===== src/rtl/uart_reg_responder_if.sv =====
// Byte stream in from the UART receiver, response byte out to the transmitter, register file out.
// Pure wiring bundle: no storage, no latency.
// Backpressure lives on the response side only (s_valid/s_ready); the receive strobe cannot be stalled.
interface uart_reg_responder_if;
    logic         m_valid;
    logic [7:0]   m_data;
    logic         s_valid;
    logic [7:0]   s_data;
    logic         s_ready;
    logic [111:0] regs;

    // Host side: owns the receive strobe and the transmitter ready.
    modport master (
        output m_valid,
        output m_data,
        output s_ready,
        input  s_valid,
        input  s_data,
        input  regs
    );

    // Responder side.
    modport slave (
        input  m_valid,
        input  m_data,
        input  s_ready,
        output s_valid,
        output s_data,
        output regs
    );
endinterface


===== src/rtl/uart_reg_responder.sv =====
// Register-access responder: decodes read/write command bytes against 16 x 8-bit registers, returns one byte per command.
// Latency: response valid one cycle after the deciding byte (command for reads/NAKs, data byte for writes).
// Backpressure: response held until s_ready; bytes arriving meanwhile are dropped and counted as overruns.
module uart_reg_responder #(
    parameter int unsigned TIMEOUT_CLKS = 104160,
    parameter logic [7:0]  DEVICE_ID    = 8'hA7
) (
    input  logic                 clk,
    input  logic                 rstn,
    uart_reg_responder_if.slave  bus
);
    localparam int unsigned   TW         = $clog2(TIMEOUT_CLKS + 1);
    localparam logic [TW-1:0] TIMER_LAST = TW'(TIMEOUT_CLKS - 1);
    localparam logic [7:0]    ACK        = 8'h06;
    localparam logic [7:0]    NAK        = 8'h15;
    localparam logic [3:0]    ADDR_OVR   = 4'hE;
    localparam logic [3:0]    ADDR_ID    = 4'hF;

    typedef enum logic [1:0] {
        IDLE     = 2'd0,
        GET_DATA = 2'd1,
        RESPOND  = 2'd2
    } state_t;

    state_t           state_q, state_d;
    logic [TW-1:0]    timer_q, timer_d;
    logic [3:0]       addr_q,  addr_d;
    logic [7:0]       resp_q,  resp_d;
    logic [7:0]       ovr_q,   ovr_d;
    logic [13:0][7:0] regs_q,  regs_d;

    logic [7:0]       rd_val;
    logic             cmd_bad;
    logic             cmd_wr;
    logic [3:0]       cmd_addr;

    assign cmd_bad  = (bus.m_data[6:4] != 3'b000);
    assign cmd_wr   = bus.m_data[7];
    assign cmd_addr = bus.m_data[3:0];

    // Read mux: sampled in the decode cycle, so 0xE shows the count before any overrun this cycle.
    always_comb begin
        rd_val = 8'h00;
        case (cmd_addr)
            ADDR_OVR: rd_val = ovr_q;
            ADDR_ID:  rd_val = DEVICE_ID;
            default:  rd_val = regs_q[cmd_addr];
        endcase
    end

    // Command FSM: decode, collect write data with timeout, hold response until accepted.
    always_comb begin
        state_d = state_q;
        timer_d = timer_q;
        addr_d  = addr_q;
        resp_d  = resp_q;
        ovr_d   = ovr_q;
        regs_d  = regs_q;

        case (state_q)
            IDLE: begin
                if (bus.m_valid) begin
                    if (cmd_bad) begin
                        resp_d  = NAK;
                        state_d = RESPOND;
                    end else if (!cmd_wr) begin
                        resp_d  = rd_val;
                        state_d = RESPOND;
                    end else if (cmd_addr >= ADDR_OVR) begin
                        // Read-only targets are refused at once; no data byte is awaited.
                        resp_d  = NAK;
                        state_d = RESPOND;
                    end else begin
                        addr_d  = cmd_addr;
                        timer_d = '0;
                        state_d = GET_DATA;
                    end
                end
            end

            GET_DATA: begin
                // A data byte arriving in the expiry cycle still completes the write.
                if (bus.m_valid) begin
                    regs_d[addr_q] = bus.m_data;
                    resp_d         = ACK;
                    state_d        = RESPOND;
                end else if (timer_q == TIMER_LAST) begin
                    resp_d  = NAK;
                    state_d = RESPOND;
                end else begin
                    timer_d = timer_q + TW'(1);
                end
            end

            RESPOND: begin
                if (bus.m_valid && (ovr_q != 8'hFF)) begin
                    ovr_d = ovr_q + 8'd1;
                end
                if (bus.s_ready) begin
                    state_d = IDLE;
                end
            end

            default: begin
                state_d = IDLE;
            end
        endcase
    end

    // State registers; reset discards any pending response or partial write.
    always_ff @(posedge clk or negedge rstn) begin
        if (!rstn) begin
            state_q <= IDLE;
            timer_q <= '0;
            addr_q  <= 4'h0;
            resp_q  <= 8'h00;
            ovr_q   <= 8'h00;
            regs_q  <= '0;
        end else begin
            state_q <= state_d;
            timer_q <= timer_d;
            addr_q  <= addr_d;
            resp_q  <= resp_d;
            ovr_q   <= ovr_d;
            regs_q  <= regs_d;
        end
    end

    assign bus.s_valid = (state_q == RESPOND);
    assign bus.s_data  = resp_q;
    assign bus.regs    = regs_q;

endmodule


===== src/flat_wrapper.sv =====
// flat-port wrapper written by rule: the top's interface ports become plain ports
module uart_reg_responder_flat 
#(
    parameter int unsigned TIMEOUT_CLKS = 104160,
    parameter logic [7:0]  DEVICE_ID    = 8'hA7
)
  (clk, rstn, bus_m_valid, bus_m_data, bus_s_ready, bus_s_valid, bus_s_data, bus_regs);
  uart_reg_responder_if bus_i ();
  input  logic clk;
  input  logic rstn;
  input wire logic [$bits(bus_i.m_valid)-1:0] bus_m_valid;
  input wire logic [$bits(bus_i.m_data)-1:0] bus_m_data;
  input wire logic [$bits(bus_i.s_ready)-1:0] bus_s_ready;
  output wire logic [$bits(bus_i.s_valid)-1:0] bus_s_valid;
  output wire logic [$bits(bus_i.s_data)-1:0] bus_s_data;
  output wire logic [$bits(bus_i.regs)-1:0] bus_regs;
  assign bus_i.m_valid = bus_m_valid;
  assign bus_i.m_data = bus_m_data;
  assign bus_i.s_ready = bus_s_ready;
  assign bus_s_valid = bus_i.s_valid;
  assign bus_s_data = bus_i.s_data;
  assign bus_regs = bus_i.regs;
  uart_reg_responder #(.TIMEOUT_CLKS(TIMEOUT_CLKS), .DEVICE_ID(DEVICE_ID)) u_core (.clk(clk), .rstn(rstn), .bus(bus_i));
endmodule

===== config.mk =====
export PLATFORM = sky130hd
export DESIGN_NAME = uart_reg_responder_flat
export DESIGN_NICKNAME = d
export VERILOG_FILES = /design/src/rtl/uart_reg_responder_if.sv /design/src/rtl/uart_reg_responder.sv /design/src/flat_wrapper.sv
export SDC_FILE = /design/constraint.sdc
export NUM_CORES = 1
export LEC_CHECK = 0
export BUFFER_PORTS_ARGS = -buffer_cell sky130_fd_sc_hd__buf_2
export CAP_MARGIN = 20
export CELL_PAD_IN_SITES_DETAIL_PLACEMENT = 0
export CELL_PAD_IN_SITES_GLOBAL_PLACEMENT = 1
export CORE_UTILIZATION = 45
export DETAILED_ROUTE_END_ITERATION = 16
export PLACE_DENSITY = 0.84
export SYNTH_ARGS = -nofsm -noshare
export SYNTH_HDL_FRONTEND = slang
export SYNTH_SLANG_ARGS = --single-unit

===== constraint.sdc =====
create_clock -name clk -period 3.21 [get_ports clk]
set_clock_uncertainty 0.1 [all_clocks]
set_input_delay 0.1605 -clock clk [delete_from_list [all_inputs] [get_ports clk]]
set_output_delay 0.1605 -clock clk [all_outputs]
set_load 0.05 [all_outputs]

==> flow_results.org, run 1 <==
** Die
- After floorplanning, the core was sized to cover 15900 µm².
- Die height :: about 130 µm
- Die W :: 129 µm
- The initial utilization of the core area, before any placement, comes to 46.0%.
- 133 I/O pins were placed.
- The floorplan has 46 rows.
- The floorplan step defined a die boundary enclosing 16700 µm².

** STA
- Final worst path period share :: approximately 82%
- Hold violation total from the final report :: 0
- The count of pins over their slew limit is 0.
- Based on the critical path, the design can be clocked at up to ~380 MHz.
- Setup repair after global routing left no endpoint under its margin.
- Headroom to the max-slew limit came out at 35.1%.
- Setup violations remaining at the end of the flow were counted as 0.
- Worst Slack Setup Final :: 0.572 ns
- At the pin with the least slew margin, the transition time is 0.968 ns.
- Setup tns final :: 0 ns
- Shortest clock period the worst path allows after layout :: 2.64 ns

** Global route
- GRT Total Usage :: between 20% and 30%
- In the global route stage, met2 resource usage came out at 38.2%.
- Sum of overflow across all layers after global routing :: 0
- Number of antenna violations at the first check in global routing :: 0
- Layer with the highest usage after global routing :: met2
- The first global-routing pass estimated 30900 µm of wire.
- Number of global-route vias before repair :: 5446
- For met3 alone, demand over resource in global routing was 7.27%.
- Met1 usage :: 33.3%
- Pin count of the biggest net entering global routing :: 72

** Critical path
- The startpoint identified for the worst register-to-register timing path is u_core.state_q[0].
- CP required :: 3.42 ns
- The worst register-to-register path has a depth of 5.
- The setup check on the worst reg-to-reg path leaves a slack of 0.57 ns.
- The worst setup path is launched from a flop.
- By startpoint and endpoint, the worst setup path is classified as flop to flop.
- The worst setup path is captured at a flop.
- Arr. time, crit path :: 2.85 ns
- In this run the worst path has a maximum fanout of 16.
- Reg2reg end :: u_core.bus.regs[17]

** Clocking
- Maximum clock insertion buffer count :: 2
- CTS built an H-tree with a depth of 4.
- Setup Buffers After CTS :: 0
- For the worst-skew pair, the clock arrives at the later sink with an insertion delay of 0.43 ns.
- For this design, the CTS-stage hold fixing added 3 buffers.
- In this run the clock root is driven by a clkbuf_16.
- Buffers inserted during clock tree synthesis total 17.
- TritonCTS built the clock tree.
- The clock net in this run drives a total of 151 sinks.
- Post-cts gate resize count :: 0
- Clock-pin slew was measured on the worst setup and hold paths at 0.06 ns.

** Detailed routing
- Routed length per placed instance :: 21.0 µm
- After detailed routing, the total wire length is 19600 µm.
- After the first detailed-routing iteration, the DRC count stood at 353.
- Once detail routing completed, the nets flagged for antenna violations numbered 0.
- Detail-routed via count per cell :: 5.77
- Total via count after detailed routing :: approximately 5400
- DR pass1 iterations :: 5
- DR DRC count :: 0

** Power
- The analysis attributes to cell leakage a power of approximately 4.5 nW.
- For this design the ratio of total power to cell area is between 500 and 600 nW/µm².
- P_int :: between 0.003 and 0.004 W
- IR drop worst, VDD :: 374 µV
- For this design the total switching power over the nets is 0.00144 W.
- Final Total Pwr :: a little under 0.005 W
- Of the total power, registers draw 46.1%.
- Combinational logic burns 13.8% of the power.
- Switching Fraction :: 29.4%
- Share of power burned in the clock network :: about two fifths

** Synthesis
- Main area contributors after synthesis :: dfrtp_1 (52%), mux2_2 (17%), mux4_2 (6.8%), nand2_1 (2.6%), mux2i_1 (2.1%)
- Fraction of synthesis flops using an asynchronous set or reset pin :: 100%
- Summing the sequential cell areas from Yosys gives 51.7% of the chip area.
- The Yosys step of the flow raised 0 warnings.
- Share of the synthesized area in compound gates (AO/OA/AOI/OAI) :: 6.12%
- Post-synth top area cell :: dfrtp_1
- Register bit total from synthesis :: 151
- After synthesis, the mean cell area works out to 12.7 µm².
- Adder-cell area share of the yosys netlist :: 0.343%
- Mapped cell area :: 7300 µm²
- Counting every instance in the synthesized netlist gives 574.
- Summing the areas of all and, or, nand and nor instances in the mapped netlist gives 12.5% of the synthesized area.
- The synthesized netlist devotes 0.840% of its cell area to XOR and XNOR gates.
- The number of nets handed over by synthesis was 588.
- Multiplexer share of the synthesized area :: 26.1%
- In this run, synthesis inferred 0 flip-flops with an integrated enable.
- Counting distinct cell types in the post-synthesis netlist gives 57.
- Main combinational cell family by area after synthesis :: multiplexers
- The share of synthesized area in the top cell type comes to 51.7%.
- The most used flip-flop cell after synthesis is dfrtp_1.

** Job
- Max-cap viol count :: 0

** Place
- Detailed placement ended at an HPWL of 13600 µm.
- Routability-driven placement finished with a final weighted congestion of 0.863.
- At the placement stage, the worst setup path has a slack of 0.553 ns.
- Number of buffer cells added on primary ports :: 132

** Final layout
- 0 antenna diodes ended up in the layout.
- From synthesis to final layout, the design area changed by 20.8%.
- Share of final-layout standard cells stronger than drive strength 1 :: 44.7%
- In the final design database the tool counted 722 nets.

** Hold path
- For hold timing, the worst endpoint is u_core.bus.regs[28].
- In this run the worst hold path is classified as input pin to flop.
- Worst Hold Launch :: bus_m_data[4]
- The worst hold path was traced through 2 stages.

** Outcome
- The run finished with clean final reports.
## logic make-up after synthesis
kind of cell             after synthesis
AO/OA/AOI/OAI                         63
flip-flops                           151
XOR/XNOR                               7
multiplexers                         149
AND/OR/NAND/NOR                      161
buffers and inverters                 41
adder cells (fa/ha/maj)                2
## critical path, cell delays in order (launching register included)
cell     delay (ns)
dfrtp_1        0.63
and2b_1        0.26
nand2_1        0.12
or3_1          0.45
nor2_2         0.56
mux2_2         0.41
## through the flow
step | area, µm² | utilization, % | hold WS (ns) | std cells
floorplan | 7300 | - | -0.235 | 574
global placement | 8210 | 51.7 | 0.108 | 902
detailed placement | 8210 | 51.7 | 0.125 | 902
CTS | 8820 | 55.5 | 0.0816 | 937
global route | 8820 | 55.5 | 0.112 | 937
finish | 8820 | 55.5 | 0.100 | 937
## synth_stat cells, drive strengths merged, types with 5 or more instances
library cell	number
a21oi	5
nand2b	6
buf	9
or4	5
nand3b	8
nor3	8
inv	6
or3	5
nor2b	9
o211ai	6
nand4	5
xnor2	5
clkbuf	25
nand3	24
o31ai	6
and3	5
dfrtp	151
mux2i	15
mux2	112
nand2	51
a22o	6
o21ai	20
nor2	17
mux4	22
## layout by cell type (no fill, tap or decap), types with 8 or more instances in the layout
| cell type | instances |
|---|---|
| dfrtp_1 | 151 |
| buf_2 | 131 |
| mux2_2 | 112 |
| nand2_1 | 51 |
| nand3_1 | 24 |
| mux4_2 | 22 |
| o21ai_0 | 20 |
| clkbuf_16 | 17 |
| mux2i_1 | 15 |
| buf_4 | 13 |
| nor2_1 | 11 |
| nor2b_1 | 9 |
| nand3b_1 | 8 |
## routing by layer
layer	wire (µm)	part of all wire, %
met1	8450	43
met2	9190	47
met3	1450	7.4
met4	553	2.8
met5	0	0
## worst max-delay path by stage
stage	start	to	slack (ns)	depth (start not counted)
after CTS	u_core.state_q[0]	u_core.timer_q[16]	0.58	5
after detailed placement	bus_m_data[5]	u_core.timer_q[16]	0.55	6
final	u_core.state_q[0]	u_core.bus.regs[17]	0.57	5
after floorplan	u_core.state_q[0]	u_core.ovr_q[7]	0.69	5
after global placement	bus_m_data[5]	u_core.timer_q[14]	0.65	6
after global routing	u_core.state_q[0]	u_core.timer_q[16]	0.35	5
## area by class of cell
class                           count  area, µm²
Clock buffer                       21        450
Timing Repair Buffer              149        815
Fill cell                        1360       7070
Inverter                            7       26.3
Multi-Input combinational cell    382       3350
Tap cell                          216        270
Sequential cell                   151       3780
Clock inverter                     11        125
## registers in the layout (all words and copies together), names as in the netlist
register	count
u_core.bus.regs	112
u_core.state_q	2
u_core.timer_q	17
u_core.ovr_q	8
u_core.addr_q	4
u_core.bus.s_data	8
## power groups by stage
stage	logic (W)	registers [W]	clock network [W]
2_1_floorplan	0.000336	0.00239	0
3_3_place_gp	0.000664	0.00227	0
3_5_place_dp	0.000679	0.00228	0
4_1_cts	0.000682	0.00225	0.00199
5_1_grt	0.000734	0.00228	0.00208
6_report	0.000675	0.00225	0.00196
No activity file was read; power rests on OpenSTA's default activity.
==> run 2, diff against run 1 <==
- CORE_UTILIZATION: 45 -> 41
- PLACE_DENSITY: 0.84 -> 0.81
- clock period: 3.21 -> 2.3 ns (I/O delays scaled with it)
==> flow_results.org, run 2 (same netlist as run 1, synthesis figures left out) <==
** Outcome
- The run finished with clean final reports.

** Die
- The full die area is 18300 µm² (+9.6%).
- Initial core utilization :: 42.1% (-3.9 points)
- The width of the die came to 135 µm (+4.7%).
- Die height :: 135 µm (+4.7%)
- # IOs :: 133 (unchanged)
- Area of the core :: 17400 µm² (+9.3%)
- The floorplan row count came to 48 (+4.3%).

** Final layout
- Final design instance area without fill :: 9250 µm² (+4.9%)
- Util after Layout :: 53.3% (-2.2 points)
- The number of flip-flops in the largest register was 112 (unchanged).
- The area growth from synthesis to layout is 26.7%.
- # nets final :: 757 (+4.8%)
- Share of final-layout standard cells stronger than drive strength 1 :: 48.0% (+3.4 points)
- Number of antenna diodes :: 0 (unchanged)
- Leaving out fill and tap cells, the most frequent cells in the layout are dfrtp_1 (151), buf_2 (131), mux2_2 (112).
- The library cell used most frequently in the layout, excluding fill and tap cells, is dfrtp_1.
- The number of cells in the finished layout apart from fillers is 981 (+4.7%).

** Power
- The switching share of power is 29.1% (-0.29 points).
- The worst-case vdd ir drop was 572 µV (+53%).
- The cell leakage power is 4.69 nW (+5.1%).
- The share of total power in the clock network is 40.4% (+0.3 points).
- Fraction of power consumed by combinational cells :: 15.0% (+1.2 points)
- The share of total power in sequential cells was 44.6% (-1.5 points).
- The switching power of the nets is 0.00204 W (+42%).
- The internal power summed over all cells is 0.00495 W (+44%).
- Power density of the placed cells :: 756 nW/µm² (+36%)

** Critical path
- STA classifies the critical path startpoint as a flop.
- The critical path is of the flop to flop type.
- The largest individual stage delay along the critical path comes from the cell or3_4.
- Traced cell by cell, the critical path runs through and2b_1, nand2_1, or3_4, nor2_2, buf_12, mux2_2.
- Element type at the critical path end :: flop
- The critical path arrival was 2.39 ns (-0.46 ns).
- Slowest stage delay, CP :: 0.41 ns (-0.22 ns)
- The data required time at the worst endpoint was 2.50 ns (-0.92 ns).
- Critical Path Fanout Max :: 7 (-9)

** Place
- The placed standard-cell area is 8590 µm² (+4.6%).
- The final weighted congestion in routability-driven placement is 0.857 (-0.73%).
- The count of buffers inserted at the top-level ports was 132 (unchanged).
- The HPWL after detailed placement was 14600 µm (+7.2%).
- The count of placed standard cells including taps was 946 (+4.9%).

** Clocking
- Setup Buffers After CTS :: 0 (unchanged)
- The buffer levels on the longest clock path was 2 (unchanged).
- CTS tree :: done
- CTS Buf Count :: 17 (unchanged)
- The insertion delay to the later sink of the worst-skew pair was 0.42 ns (about the same).
- Buffer type at the clock tree root :: clkbuf_16
- The register clock-pin slew on the reported worst setup and hold paths was 0.06 ns (about the same).
- Total number of clock tree sinks :: 151 (unchanged)
- CTS H-tree depth :: 4 (unchanged)

** STA
- Shortest clock period the worst path allows after layout :: 2.19 ns (-0.449 ns)
- The total count of hold-check failures in the final report was 0 (unchanged).
- The maximum clock frequency was 457 MHz (+21%).
- The worst relative slew slack is 51.1% (+16 points).
- The share of the clock period used by the worst path after layout came to 95.1% (+13 points).
- Setup repair after global routing missed its margin :: false
- The count of pins over their slew limit came to 0 (unchanged).
- The slew at the pin closest to its max-slew limit is 0.722 ns (-0.246 ns).
- The setup-violating endpoint count in the final report was 0 (unchanged).

** Detailed routing
- Total wire length :: 20700 µm (+5.6%)
- The number of DRC markers after the initial detailed-route iteration is 259 (-27%).
- The number of iterations in the first detailed-routing pass was 4 (-1).
- The average wire length per cell after detail routing was 21.1 µm (+0.88%).
- The DRC violation count after routing came to 0 (unchanged).
- The routed via count divided by cell count was 5.60 (-2.9%).
- The overall via count from detail_route came to 5498 (+1.6%).
- Post-route ant nets :: 0 (unchanged)

** Global route
- GRT Total Usage :: 24.0% (-1.1 points)
- Number of global-route vias before repair :: 5673 (+4.2%)
- The first-pass GRT wire length is 32800 µm (+6.0%).
- The overall overflow remaining after global route came to 0 (unchanged).
- Pin count of the biggest net entering global routing :: 65 (-9.7%)
- The initial antenna violation count came to 0 (unchanged).

** Job
- The max-capacitance violation count came to 0 (unchanged).

** Hold path
- In this run the worst hold path is classified as input pin to flop.
[run 2: cell types whose count changed in the layout (fill, tap and decap cells not counted), moves of 2 or more]
cell	previous run	this run
nand2_2	0	2
nand2_1	51	49
buf_4	13	39
buf_12	1	9
[run 2: final cells by class]
type	instances	area, µm²
clock buffers	20	437
clock inverters	12	153
fillers	1477	8100
inverters	7	26.3
multi-input cells	382	3400
flip-flops and latches	151	3780
well taps	225	282
repair buffers	184	1180
[run 2: per-layer routing]
metal / vias to the layer above / part of all wire (%) / global-route usage (%)
met1: 2836 / 42 / 31.1
met3: 25 / 7.5 / 7.30
met4: 0 / 2.0 / 8.68
li1: 2470 / - / -
met5: - / 0 / 0
met2: 167 / 48 / 38.1
[run 2: worst max-delay path: cells and delay by family (launching register included)]
kind                   cells  cell delay [ns]
and+or+nand+nor            4             1.07
muxes                      1             0.34
buffers and inverters      1             0.17
DFF                        1             0.39
[run 2: final timing paths]
check	slack, ns	cells after the start	to	start
worst min register to register	0.39	2	u_core.bus.s_data[5]	u_core.bus.s_data[5]
min in group asynchronous	0.18	2	u_core.bus.regs[105]	rstn
max in group asynchronous	1.21	3	u_core.bus.regs[10]	rstn
worst min-delay path	0.05	3	u_core.bus.regs[53]	bus_m_data[5]
worst max register to register	0.11	6	u_core.bus.regs[31]	u_core.state_q[1]
worst max-delay path	0.11	6	u_core.bus.regs[31]	u_core.state_q[1]
[run 2: power by group through the flow]
| stage | registers, W | clock network, W | logic, W |
|---|---|---|---|
| finish | 0.00312 | 0.00282 | 0.00105 |
| global route | 0.00314 | 0.00298 | 0.00114 |
| CTS | 0.00311 | 0.00286 | 0.00105 |
| detailed placement | 0.00315 | 0 | 0.00104 |
| global placement | 0.00315 | 0 | 0.00101 |
| floorplan | 0.00333 | 0 | 0.000470 |
[run 2: metrics by stage]
step	power [W]	hold WS (ns)	setup WS, ns	setup TNS, ns
2_1_floorplan	0.00380	-0.281	0.0793	0
3_3_place_gp	0.00416	0.0657	-0.0944	-0.116
3_5_place_dp	0.00419	0.0746	-0.151	-0.420
4_1_cts	0.00702	0.0411	-0.0549	-0.409
5_1_grt	0.00727	0.0590	0.00594	0
6_report	0.00699	0.0508	0.112	0
[run 2: what timing repair did]
| action | CTS | global route |
|---|---|---|
| setup endpoints to repair | 9 | 27 |
| hold buffers | 3 | 0 |
| pin swaps | 0 | 1 |
| endpoints found under the hold margin | 64 | 0 |
| gates resized for setup | 0 | 8 |
